===== config.mk =====
export PLATFORM = sky130hd
export DESIGN_NAME = stream_arbiter
export DESIGN_NICKNAME = d
export VERILOG_FILES = /design/src/rtl/stream_arbiter.sv
export SDC_FILE = /design/constraint.sdc
export NUM_CORES = 1
export LEC_CHECK = 0
export BUFFER_PORTS_ARGS = -buffer_cell sky130_fd_sc_hd__buf_2
export CAP_MARGIN = 40
export CELL_PAD_IN_SITES_DETAIL_PLACEMENT = 1
export CELL_PAD_IN_SITES_GLOBAL_PLACEMENT = 2
export CORE_MARGIN = 2
export CORE_UTILIZATION = 25
export DETAILED_ROUTE_END_ITERATION = 16
export GPL_ROUTABILITY_DRIVEN = 1
export PLACE_DENSITY = 0.9
export SLEW_MARGIN = 10
export SYNTH_ARGS = -nofsm -noshare
export SYNTH_HDL_FRONTEND = slang
export SYNTH_SLANG_ARGS = --single-unit

===== constraint.sdc =====
create_clock -name clk -period 3.5 [get_ports clk]
set_input_delay 0.7 -clock clk [delete_from_list [all_inputs] [get_ports clk]]
set_output_delay 0.7 -clock clk [all_outputs]
set_load 0.005 [all_outputs]

===== src/rtl/stream_arbiter.sv =====
// rtl/stream_arbiter.sv - round-robin N:1 stb/ack stream arbiter with optional burst hold
// Registers each granted word and forwards it; flags output-side protocol errors.
module stream_arbiter #(
  parameter int N         = 4,
  parameter int WIDTH     = 32,
  parameter int MAX_BURST = 1,
  parameter int GW        = 2
) (
  input  logic                 clk,
  input  logic                 rst,
  input  logic [N*WIDTH-1:0]   input_data,
  input  logic [N-1:0]         input_stb,
  output logic [N-1:0]         input_ack,
  output logic [WIDTH-1:0]     output_data,
  output logic                 output_stb,
  input  logic                 output_ack,
  output logic [GW-1:0]        grant,
  output logic                 exception
);

  localparam int BW = (MAX_BURST > 1) ? $clog2(MAX_BURST) : 1;
  localparam logic [BW-1:0] BURST_LAST = BW'(MAX_BURST - 1);

  typedef enum logic [1:0] {IDLE, SEND, ACK} state_t;

  state_t           state;
  logic [BW-1:0]    burst_cnt;
  logic [WIDTH-1:0] words [N];
  logic [GW-1:0]    scan_idx;
  logic [GW-1:0]    rr_sel;
  logic             rr_found;
  logic             hold_burst;
  logic [GW-1:0]    sel;

  for (genvar i = 0; i < N; i++) begin : g_words
    assign words[i] = input_data[i*WIDTH +: WIDTH];
  end

  // Scan starts one past the last grant and ends on the last grant itself,
  // so a lone requester is always re-granted.
  always_comb begin
    rr_sel   = grant;
    rr_found = 1'b0;
    scan_idx = grant;
    for (int k = 1; k <= N; k++) begin
      scan_idx = GW'((int'(grant) + k) % N);
      if (!rr_found && input_stb[scan_idx]) begin
        rr_sel   = scan_idx;
        rr_found = 1'b1;
      end
    end
  end

  assign hold_burst = (MAX_BURST > 1) && input_stb[grant] && (burst_cnt < BURST_LAST);
  assign sel        = hold_burst ? grant : rr_sel;

  always_ff @(posedge clk or negedge rst) begin
    if (!rst) begin
      state       <= IDLE;
      output_stb  <= 1'b0;
      output_data <= '0;
      input_ack   <= '0;
      grant       <= GW'(N - 1);
      burst_cnt   <= '0;
      exception   <= 1'b0;
    end else begin
      if ((output_ack && !output_stb) || (state == SEND && !input_stb[grant]))
        exception <= 1'b1;
      case (state)
        IDLE: begin
          if (|input_stb) begin
            grant       <= sel;
            output_data <= words[sel];
            output_stb  <= 1'b1;
            burst_cnt   <= hold_burst ? burst_cnt + BW'(1) : '0;
            state       <= SEND;
          end
        end
        SEND: begin
          if (output_ack) begin
            output_stb       <= 1'b0;
            input_ack[grant] <= 1'b1;
            state            <= ACK;
          end
        end
        ACK: begin
          input_ack <= '0;
          state     <= IDLE;
        end
        default: state <= IDLE;
      endcase
    end
  end

endmodule


Yosys cells after proc, flatten, opt, wreduce, memory -nomap -nowiden
Index checks and enable logic that the tools add are counted.
Widths: inputs -> output; s select.
Storage, ports and cells
  flip-flop bits (word level): 42
  input bits: 135
  output and inout port bits: 40
Cells by class
  add/sub/neg operators: 4
  magnitude comparators: 7
  equality and inequality tests: 4
  mux-type cells: 30
  bitwise gates (word level): 2
  reductions and logical operators: 20
Operator list (number)
  $bmux 32 s2: 1
  $mux 32: 2
  $lt 2x3->1 const B: 5
  $mux 2: 6
  $mux 1: 11
  $bmux 1 s2: 5
  $pmux 4 s2: 1
  $logic_and 1x1->1: 6
  $reduce_and 2->1: 3
  $logic_not 1->1: 5
  $add 2x1->2 const B: 2
  $add 2x2->2 const B: 2
  $mux 4: 1
  $ne 2x2->1 const B: 2
  $or 4x4->4: 1
  $pmux 2 s2: 1
  $reduce_bool 2->1: 2
  $reduce_or 4->1: 1
  $ge 3x3->1 const B: 1
  $not 2->3: 1
  $reduce_and 3->1: 1
  $demux 1 s2: 1
  $eq 2x1->1 const B: 1
  $eq 2x2->1 const B: 1
  4 further kinds: 4

Depth between registers and ports, before layout
  word-level depth: 17
  depth in mapped cells: 12
  mapped depth without buffers: 8

Worst setup path before layout
No wires, ideal clock.
  kind: register to register
  start point: register grant[1]
  end point: register output_data[24]
  arrival: 2.512 ns
  required time: 3.365 ns
  path slack: 0.853 ns
  stages on the path, launching flop included: 13
  path buffers: 4
  period minus slack after synthesis: 2.647 ns
  path through: dfstp_2 -> buf_6 -> inv_1 -> ha_1 -> buf_2 -> nor2b_1 -> and2_4 -> or3_4 -> buf_6 -> clkbuf_2 -> and3_1 -> a211oi_1 -> o31ai_1
Between the ends
  word-level cells in the longest chain between the ends: 17
Ends and longest elaborated chain
  start: declaration: RTL line 17  | output logic [GW-1:0] grant,
  start signal: assignment: RTL line 63  | grant <= GW'(N - 1);
  start signal: assignment: RTL line 72  | grant <= sel;
  $add 2x1->2: RTL line 46  | scan_idx = GW'((int'(grant) + k) % N);
  $bmux 1 s2: RTL line 47  | if (!rr_found && input_stb[scan_idx]) begin
  $mux 1 (not written as such): RTL line 47
  $mux 1: RTL line 47
  $logic_not 1->1: RTL line 47
  $logic_and 1x1->1: RTL line 47
  $mux 1: RTL line 47
  $logic_not 1->1: RTL line 47
  $logic_and 1x1->1: RTL line 47
  $mux 1: RTL line 47
  $logic_not 1->1: RTL line 47
  $logic_and 1x1->1: RTL line 47
  $mux 2 *: RTL line 47
  $not 2->3 (not written as such) *: RTL line 73  | output_data <= words[sel];
  $bmux 32 s2 *: RTL line 73
  $mux 32 (not written as such) * (2 in a row): RTL line 73
  end signal: assignment: RTL line 73
  end: declaration: RTL line 14  | output logic [WIDTH-1:0] output_data,
Every way passes the cells marked *; elsewhere a longest branch is shown, timed or not. The select of a mux whose other input is x is not followed.
A chain may end at the register's enable or synchronous reset.

Final worst setup path
  start point: register grant[0]
  end point: register output_data[22]
Same word-level chain as after synthesis.

==> results.json <==
{
  "via_count": 3834,
  "fin_nets": 700,
  "clockBufferDepth": 2,
  "switching_power_mw": 2.18,
  "syn_inst": 422,
  "antennaDiodeCount": 0,
  "fill_cells": 1741,
  "initialDrtViolationCount": 159,
  "synth_top_area_cell": "dfrtp_1",
  "wl_per_cell_microns": 17.1,
  "rsz0062_at_grt": "false",
  "start_kind": "register",
  "rows": 43,
  "grt_use_total_pct": 16.4,
  "finalPower_mw": 4.45,
  "ant_nets": 0,
  "reg2reg_depth": 9,
  "area_growth_syn_to_layout_pct": 30.8,
  "grt_max_degree": 129,
  "worst_pin_slew_ns": 0.773,
  "async_reset_ff_share_pct": 100,
  "drv_cap": 0,
  "crit_arrival_ns": 3.19,
  "clk_latency_ns": 0.28,
  "grt_overflow": 0,
  "critical_path_class": "register to register",
  "maxClockFrequency_mhz": 327,
  "combPwrFrac_pct": 69.6,
  "synth_most_common_cell": "and3_1",
  "cts_tree": "built",
  "status": "completed",
  "totalWireLength_microns": 12700,
  "fin_hold_ws_ns": 0.410,
  "synth_cell_types": 43,
  "synth_seq_cells": 42,
  "final.setup_skew_ns": 0.00880,
  "final_area_sq_um": 4670,
  "io_pins": 175,
  "ir_drop_mv": 0.425,
  "die_h_microns": 124,
  "cts_root_buffer": "clkbuf_16",
  "swShare_pct": 49.0,
  "gp_congestion": 0.822,
  "drive_gt1_share_pct": 38.8,
  "cp-end-kind": "register",
  "post_cts_resized": 0,
  "yosys-top-cells-area": "dfrtp_1, and3_1, a21boi_0",
  "netlist_top_cells_count": "and3_1, a21boi_0, dfrtp_1",
  "h-tree-depth": 2,
  "slew_violations": 0,
  "tns_ns": 0,
  "timing.rr.start": "grant[0]",
  "rrSetupSlack_ns": 0.44,
  "pwr-share-seq_pct": 19.8,
  "io_buffers": 174,
  "cts_hold_buf": 0,
  "power_frac_clock_pct": 10.6,
  "grt_antenna_before_repair": 1,
  "cts_inserted_buffers": 5,
  "cts.sinks": 42,
  "worstPathRequired_ns": 3.63,
  "period_minus_slack_ns": 3.06,
  "dr.pass1.iters": 4,
  "drc": 0,
  "dp_hpwl_microns": 9290,
  "start_util_pct": 25.6,
  "die_width_microns": 124,
  "hold_path_class": "input pin to async pin",
  "vias_per_cell": 5.17,
  "finalNonFillerCells": 742,
  "cts.clk_slew.worst_paths_ns": 0.06,
  "period_share_pct": 87.4,
  "setup_violations": 0,
  "cts_setup_buffers": 0,
  "crit_fanout": 60,
  "synth_ff_type": "dfrtp_1",
  "p_leak_nw": 2.27,
  "yosysTopAreaCellShare_pct": 28.0,
  "syn_area_sq_um": 3570,
  "grt_pass1_wl_microns": 19800,
  "r2r-end": "output_data[22]",
  "seq_area_frac_synth_pct": 29.5,
  "synth.avg_cell_area_sq_um": 8.46,
  "dp_cells": 734,
  "p_int_mw": 2.27,
  "grt_pass1_vias": 3825,
  "synth-edff-count": 0,
  "relSlewSlack_pct": 48.5,
  "core_sq_um": 13900,
  "p_per_area_nw_per_um2": 952,
  "syn-num-nets": 561,
  "final-hold-violation-count": 0,
  "ys_warn_count": 0,
  "die_area_sq_um": 15300,
  "place_area_sq_um": 4520
}
==> cell type report <==
class / count / area (sq um) / share of cell area, %
clock inverter: 1 / 5.00 / 0.107
sequential: 42 / 1050 / 22.6
clock buffer: 7 / 143 / 3.05
multi-input combinational: 316 / 2210 / 47.4
tap: 180 / 225 / 4.82
timing repair buffer: 186 / 993 / 21.3
inverter: 10 / 37.5 / 0.804
==> per-layer routing <==
layer  vias to the layer above  track usage (%)  share of wire (%)
met2                       127             28.9                 50
met1                      1813             20.6                 44
li1                       1884                -                  -
met3                        10             3.64                6.0
met5                         -                0                  0
met4                         0             2.84               0.75
==> worst max path at each step <==
stage,start,end,slack [ns],cells after the start
finish,grant[0],output_data[22],0.44,9
global route,grant[0],output_data[22],0.13,9
CTS,grant[0],output_data[25],0.45,9
detailed placement,grant[0],output_data[23],0.48,9
global placement,grant[0],output_data[2],0.61,8
floorplan,grant[1],output_data[24],0.85,12
==> cells by family (layout without fill, tap and decap cells) <==
kind of cell             Yosys count  count (layout)  synth area share [%]
AND/OR/NAND/NOR                  148             148                  24.3
buffers and inverters             64             204                  9.46
adder cells (fa/ha/maj)            4               4                  1.40
AO/OA/AOI/OAI                    159             159                  33.3
flip-flops                        42              42                  29.5
multiplexers                       5               5                  2.07
==> placed cells by master (no fill, tap or decap), types with 4 or more instances in the layout <==
| cell | netlist | final |
|---|---|---|
| buf_4 | 0 | 10 |
| o22ai_1 | 6 | 6 |
| and3_2 | 4 | 4 |
| ha_1 | 4 | 4 |
| inv_1 | 10 | 10 |
| o31ai_1 | 29 | 29 |
| and3_1 | 60 | 60 |
| dfrtp_1 | 40 | 40 |
| a21boi_0 | 49 | 49 |
| a21boi_1 | 15 | 15 |
| a21oi_1 | 8 | 8 |
| o31ai_2 | 4 | 4 |
| o21ai_0 | 7 | 7 |
| buf_2 | 12 | 174 |
| a211oi_1 | 32 | 32 |
| nor4_1 | 29 | 29 |
| nand2_1 | 36 | 35 |
| clkbuf_16 | 0 | 5 |
| nor2_1 | 5 | 5 |
| nor4_2 | 5 | 5 |
==> power by group through the flow <==
stage                     logic (mW)  registers (mW)  clock network [mW]
after floorplan                 2.29           0.901                   0
after global placement          3.02           0.881                   0
after detailed placement        3.13           0.890                   0
after CTS                       3.14           0.885               0.493
after global routing            3.47           0.912               0.510
final                           3.10           0.880               0.471
==> registers in the layout (all words and copies together), names as in the netlist <==
signal	cells
input_ack	4
output_stb	1
output_data	32
state	2
exception	1
grant	2
==> metrics by stage <==
step	setup slack (ns)	util, %
after floorplan	0.853	-
after global placement	0.614	32.3
after detailed placement	0.476	32.5
after CTS	0.452	33.5
after global routing	0.126	33.5
final	0.439	33.5
==> critical path, stage by stage (launching register included) <==
cell	delay (ns)
dfstp_2	0.53
inv_1	0.06
ha_1	0.42
nor2b_1	0.27
and2_4	0.18
or3_4	0.35
buf_4	0.47
a21boi_0	0.17
nor4_1	0.30
o31ai_1	0.10
(Power assumes the default switching activity.)
